===== config.mk =====
export PLATFORM = sky130hd
export DESIGN_NAME = sap_cpu_core
export DESIGN_NICKNAME = d
export VERILOG_FILES = /design/src/rtl/sap_pkg.sv /design/src/rtl/sap_alu.sv /design/src/rtl/sap_cpu_core.sv
export SDC_FILE = /design/constraint.sdc
export NUM_CORES = 1
export LEC_CHECK = 0
export CORE_ASPECT_RATIO = 0.8
export CORE_UTILIZATION = 45
export DETAILED_ROUTE_END_ITERATION = 10
export PLACE_DENSITY_LB_ADDON = 0.3
export SYNTH_ARGS = -nofsm -noshare
export SYNTH_HDL_FRONTEND = slang
export SYNTH_SLANG_ARGS = --single-unit

===== constraint.sdc =====
create_clock -name clk -period 3.9 [get_ports clk]
set_clock_uncertainty 0.2 [all_clocks]
set_input_delay 0.78 -clock clk [delete_from_list [all_inputs] [get_ports clk]]
set_output_delay 0.78 -clock clk [all_outputs]
set_load 0.02 [all_outputs]

===== src/rtl/sap_pkg.sv =====
// sap_pkg: opcode encodings, FSM state type and instruction-field widths
// shared by the sap_cpu_core block.
`default_nettype none

package sap_pkg;

    localparam int OPC_W = 4;

    localparam logic [OPC_W-1:0] OP_NOP = 4'h0;
    localparam logic [OPC_W-1:0] OP_LDA = 4'h1;
    localparam logic [OPC_W-1:0] OP_ADD = 4'h2;
    localparam logic [OPC_W-1:0] OP_SUB = 4'h3;
    localparam logic [OPC_W-1:0] OP_STA = 4'h4;
    localparam logic [OPC_W-1:0] OP_LDI = 4'h5;
    localparam logic [OPC_W-1:0] OP_JMP = 4'h6;
    localparam logic [OPC_W-1:0] OP_JC  = 4'h7;
    localparam logic [OPC_W-1:0] OP_JZ  = 4'h8;
    localparam logic [OPC_W-1:0] OP_OUT = 4'hE;
    localparam logic [OPC_W-1:0] OP_HLT = 4'hF;

    typedef enum logic [1:0] {
        FETCH  = 2'd0,
        DECODE = 2'd1,
        MEM    = 2'd2,
        HALT   = 2'd3
    } state_t;

    // Instructions that need a second memory transaction after decode.
    function automatic logic is_mem_op(input logic [OPC_W-1:0] op);
        return (op == OP_LDA) || (op == OP_ADD) || (op == OP_SUB) || (op == OP_STA);
    endfunction

endpackage

`default_nettype wire


===== src/rtl/sap_alu.sv =====
// sap_alu: combinational DATA_W-bit add/subtract; subtraction is A + ~B + 1,
// so carry_o=1 on subtract means "no borrow".
`default_nettype none

module sap_alu #(
    parameter int DATA_W = 8
) (
    input  logic [DATA_W-1:0] a_i,
    input  logic [DATA_W-1:0] b_i,
    input  logic              sub_i,
    output logic [DATA_W-1:0] sum_o,
    output logic              carry_o
);

    logic [DATA_W-1:0] b_eff;
    logic [DATA_W:0]   total;

    assign b_eff = sub_i ? ~b_i : b_i;
    assign total = {1'b0, a_i} + {1'b0, b_eff} + {{DATA_W{1'b0}}, sub_i};
    assign {carry_o, sum_o} = total;

endmodule

`default_nettype wire


===== src/rtl/sap_cpu_core.sv =====
// sap_cpu_core: parametrised SAP-class CPU with external ready-handshake memory.
// Define SAP_COND_JUMP_EN to enable JC/JZ and the carry/zero flag registers.
`default_nettype none

module sap_cpu_core
    import sap_pkg::*;
#(
    parameter int DATA_W = 8,
    parameter int ADDR_W = 4
) (
    input  logic              clk,
    input  logic              rst_n,
    output logic [ADDR_W-1:0] mem_addr_o,
    output logic              mem_rd_o,
    output logic              mem_wr_o,
    output logic [DATA_W-1:0] mem_wdata_o,
    input  logic [DATA_W-1:0] mem_rdata_i,
    input  logic              mem_ready_i,
    output logic [DATA_W-1:0] out_data_o,
    output logic              out_valid_o,
    output logic              halted_o,
    output logic              flag_c_o,
    output logic              flag_z_o
);

    state_t            state_q, state_d;
    logic [ADDR_W-1:0] pc_q, pc_d;
    logic [DATA_W-1:0] ir_q, ir_d;
    logic [DATA_W-1:0] acc_q, acc_d;
    logic [DATA_W-1:0] out_q, out_d;
    logic              out_valid_q, out_valid_d;

    logic [OPC_W-1:0]  opc;
    logic [ADDR_W-1:0] op_addr;
    logic [DATA_W-1:0] imm;
    logic [ADDR_W-1:0] addr;
    logic              rd_req, wr_req;
    logic [DATA_W-1:0] alu_sum;
    logic              alu_c;

`ifdef SAP_COND_JUMP_EN
    logic c_q, c_d, z_q, z_d;
`else
    logic carry_unused;
    assign carry_unused = alu_c;
`endif

    assign opc     = ir_q[DATA_W-1 -: OPC_W];
    assign op_addr = ir_q[ADDR_W-1:0];
    assign imm     = {{OPC_W{1'b0}}, ir_q[DATA_W-OPC_W-1:0]};

    sap_alu #(.DATA_W(DATA_W)) u_alu (
        .a_i    (acc_q),
        .b_i    (mem_rdata_i),
        .sub_i  (opc == OP_SUB),
        .sum_o  (alu_sum),
        .carry_o(alu_c)
    );

    always_comb begin
        state_d     = state_q;
        pc_d        = pc_q;
        ir_d        = ir_q;
        acc_d       = acc_q;
        out_d       = out_q;
        out_valid_d = 1'b0;
        rd_req      = 1'b0;
        wr_req      = 1'b0;
        addr        = pc_q;
`ifdef SAP_COND_JUMP_EN
        c_d         = c_q;
        z_d         = z_q;
`endif
        case (state_q)
            FETCH: begin
                rd_req = 1'b1;
                if (mem_ready_i) begin
                    ir_d    = mem_rdata_i;
                    pc_d    = pc_q + 1'b1;
                    state_d = DECODE;
                end
            end
            DECODE: begin
                case (opc)
                    OP_LDI: begin
                        acc_d = imm;
`ifdef SAP_COND_JUMP_EN
                        z_d   = (imm == '0);
`endif
                    end
                    OP_JMP: pc_d = op_addr;
`ifdef SAP_COND_JUMP_EN
                    OP_JC:  if (c_q) pc_d = op_addr;
                    OP_JZ:  if (z_q) pc_d = op_addr;
`endif
                    OP_OUT: begin
                        out_d       = acc_q;
                        out_valid_d = 1'b1;
                    end
                    default: ;
                endcase
                if (is_mem_op(opc))      state_d = MEM;
                else if (opc == OP_HLT)  state_d = HALT;
                else                     state_d = FETCH;
            end
            MEM: begin
                addr   = op_addr;
                wr_req = (opc == OP_STA);
                rd_req = (opc != OP_STA);
                if (mem_ready_i) begin
                    state_d = FETCH;
                    case (opc)
                        OP_LDA: begin
                            acc_d = mem_rdata_i;
`ifdef SAP_COND_JUMP_EN
                            z_d   = (mem_rdata_i == '0);
`endif
                        end
                        OP_ADD, OP_SUB: begin
                            acc_d = alu_sum;
`ifdef SAP_COND_JUMP_EN
                            c_d   = alu_c;
                            z_d   = (alu_sum == '0);
`endif
                        end
                        default: ;
                    endcase
                end
            end
            default: ;
        endcase
    end

    always_ff @(posedge clk or negedge rst_n) begin
        if (!rst_n) begin
            state_q     <= FETCH;
            pc_q        <= '0;
            ir_q        <= '0;
            acc_q       <= '0;
            out_q       <= '0;
            out_valid_q <= 1'b0;
        end else begin
            state_q     <= state_d;
            pc_q        <= pc_d;
            ir_q        <= ir_d;
            acc_q       <= acc_d;
            out_q       <= out_d;
            out_valid_q <= out_valid_d;
        end
    end

`ifdef SAP_COND_JUMP_EN
    always_ff @(posedge clk or negedge rst_n) begin
        if (!rst_n) begin
            c_q <= 1'b0;
            z_q <= 1'b0;
        end else begin
            c_q <= c_d;
            z_q <= z_d;
        end
    end
    assign flag_c_o = c_q;
    assign flag_z_o = z_q;
`else
    assign flag_c_o = 1'b0;
    assign flag_z_o = 1'b0;
`endif

    // Gating with rst_n drops an in-flight request as soon as reset asserts.
    assign mem_rd_o    = rd_req & rst_n;
    assign mem_wr_o    = wr_req & rst_n;
    assign mem_addr_o  = addr;
    assign mem_wdata_o = acc_q;
    assign out_data_o  = out_q;
    assign out_valid_o = out_valid_q;
    assign halted_o    = (state_q == HALT);

endmodule

`default_nettype wire


==> summary.txt <==
Die
  – Die ar.: 4680 sq um
  – Core Region: 4200 sq um
  – Vert. Die Dim: 61.4 microns
  – Die width: 76.2 microns
  – Initial Util: 0.472
  – FP Rows: 21
  – I/O Pins: 37

Routing
  – DRT Wirelength: 4.28 mm
  – # DRC: 0
  – Vias per inst: 5.51
  – Antenna viol nets, final: 0
  – DRT iter0 DRCs: 127
  – Via count: 1619
  – Drt pass-1 iters: 4
  – Routed len/inst: 14.5 microns

Clock network
  – Worst-path clk slew: 0.06 ns
  – CTS root buf: clkbuf_8
  – CTS hold repair buffers: 0
  – Number of buffers created by CTS: 5
  – CTS resizes: 0
  – H-tree depth: 2
  – Post-CTS Setup Bufs: 0
  – Clk_lat worst skew: 0.28 ns
  – CTS Buffer Depth: 2
  – Sink Count: 31
  – CTS tree: done

Logic synthesis
  – Yosys cell types: 49
  – Largest family of logic cells by synthesized area: simple AND/OR/NAND/NOR gates
  – Post-synthesis compound-gate area fraction: 0.153
  – Synth Area in Adders: 0.0542
  – Synth Area in Simple Gates: 0.189
  – Most frequent cells after synthesis: dfrtp_1 (31), nand2_1 (21), nor2_1 (14), a21oi_1 (12), mux2_2 (12)
  – Area contributors post-synth: dfrtp_1 (39%), mux2_2 (6.8%), ha_1 (4.4%)
  – Count leader, synth: dfrtp_1
  – Post-synth top area cell: dfrtp_1
  – Sequential area share after synthesis: 0.391
  – Post-synth top area share: 0.391
  – Async set-reset flop share out of synthesis: 1.00
  – Synth Register Bits: 31
  – Multiplexer share of the synthesized area: 0.127
  – Post-Syn Instances: 206
  – Syn avg cell area: 9.63 sq um
  – Yosys warning total: 0
  – Post-Synth XOR/XNOR Area: 0.0397
  – Post-synth EDFFs: 0
  – Top_reg_cell synth: dfrtp_1
  – Synthesized area: 1980 sq um

Place
  – Port buffer count: 34
  – Hpwl dp: 3.11 mm
  – GPL Wtd Cong: 0.874
  – Number of placed cells counting well taps: 287

Timing
  – RSZ-0062 raised after global routing: false
  – Max_slew headroom: 0.474
  – Final setup viols: 0
  – Final TNS setup: 0 ns
  – Actual slew at the worst max-slew pin: 0.785 ns
  – Peak Freq: 312 MHz
  – Period utilization: 0.821
  – Final hold viol count: 0
  – Fin. max-slew vios: 0
  – Min Clock Period, post-route: 3.20 ns

Global route
  – Gr usage total: 0.196
  – Gr ovfl total: 0
  – Gr busiest metal: met2
  – Global Route met1 Usage: 0.275
  – Number of global-route vias before repair: 1420
  – GRT met2 Usage: 0.292
  – Largest net degree at the start of global routing: 32
  – Initial antenna violation count: 0
  – M3 GR Usage: 0.0459
  – Global-route wire length before repair: 6.95 mm

Critical path
  – Crit start category: primary input
  – CP Cell Sequence: clkdlybuf4s50_1 > nand2b_1 > a31oi_1 > clkdlybuf4s50_1
  – Max stage delay cell, worst path: clkdlybuf4s50_1
  – Maximum fanout along the worst path: 2
  – Max incr delay on CP: 0.62 ns
  – Top Family by Delay on Critical Path: buffers and inverters
  – Arrival time worst endpoint: 2.22 ns
  – Flop-to-flop setup slack: 0.91 ns
  – Kind of critical path: in2out
  – Crit path top cell by count: clkdlybuf4s50_1
  – Crit end category: primary output
  – Critical path required time: 2.92 ns
  – WP buf/inv: 2

Final layout
  – N_diodes: 0
  – Proportion of layout cells with a drive suffix above 1: 0.122
  – Finished Layout Cells: 294
  – Final Net Count: 256
  – Layout area overhead: 22.4%

Run
  – Max-cap viol count: 0

Outcome
  – Status: complete, no violations

Power and ir drop
  – Power density over the cells: 816 nW/um^2
  – Leak pwr: 0.00105 uW
  – Worst vdd ir: 0.000372 V

Worst hold path
  – HP Class: reg2reg
==> worst paths after layout <==
check / from / end / cells past startpoint
max in group asynchronous: rst_n / ir_q[1] / 2
setup / recovery: rst_n / mem_rd_o / 4
min in group asynchronous: rst_n / mem_wdata_o[4] / 2
hold reg to reg: out_data_o[4] / out_data_o[4] / 2
hold / removal: out_data_o[4] / out_data_o[4] / 2
setup reg to reg: ir_q[6] / mem_wdata_o[7] / 9
==> worst min-delay path: cells and delay by family (launching register included) <==
family | cells | cell delay [ns]
and+or+nand+nor | 2 | 0.10
DFF | 1 | 0.34
==> cell usage in the layout, fill, tap and decap left out, types with 6 or more instances in the layout <==
cell and instances:
a21oi_1 12, mux2_2 12, nand2_1 21, nor2_1 14, nand3_1 10, xnor2_1 9
ha_1 7, clkbuf_8 6, mux2_1 6, o21ai_0 11, dfrtp_1 31, clkdlybuf4s50_1 34
==> through the flow <==
| stage | worst slack [ns] | area, sq um | hold WS (ns) | util | power (uW) |
|---|---|---|---|---|---|
| after global routing | 0.628 | 2430 | 0.305 | 0.578 | 2140 |
| after floorplan | 1.41 | 1990 | 0.284 | - | 1400 |
| after detailed placement | 0.699 | 2340 | 0.268 | 0.557 | 1730 |
| after global placement | 0.705 | 2340 | 0.263 | 0.557 | 1710 |
| after CTS | 0.696 | 2430 | 0.283 | 0.578 | 1990 |
| final | 0.698 | 2430 | 0.280 | 0.578 | 1980 |
==> cells by family (layout without fill, tap and decap cells) <==
kind of cell / count (synthesis) / in the layout
xor+xnor: 9 / 9
fa+ha+maj: 8 / 8
compound gates: 48 / 48
other cells: 1 / 2
mux: 23 / 23
simple gates: 70 / 70
buf+inv: 16 / 46
flops: 31 / 31
==> layout make-up <==
type	count	area [sq um]
fill	376	1770
tap	57	71.3
clock buffer	6	82.6
clock inverter	1	5.00
sequential	31	776
multi-input combinational	160	1120
timing repair buffer	37	363
inverter	2	7.51
==> sequential cells by signal, summed over array words and instances, names as in the netlist <==
signal,flops
ir_q,8
mem_wdata_o,8
out_data_o,8
out_valid_o,1
pc_q,4
state_q,2
==> power by group <==
part / internal [uW] / switching, uW
clock network: 138 / 114
logic: 532 / 559
registers: 461 / 179
==> layer usage <==
layer | share of wire | wire length, microns
met1 | 0.52 | 2210
met2 | 0.43 | 1850
met3 | 0.045 | 191
met4 | 0.0061 | 26
met5 | 0 | 0
Note: power is estimated with default switching activity, not from simulation.
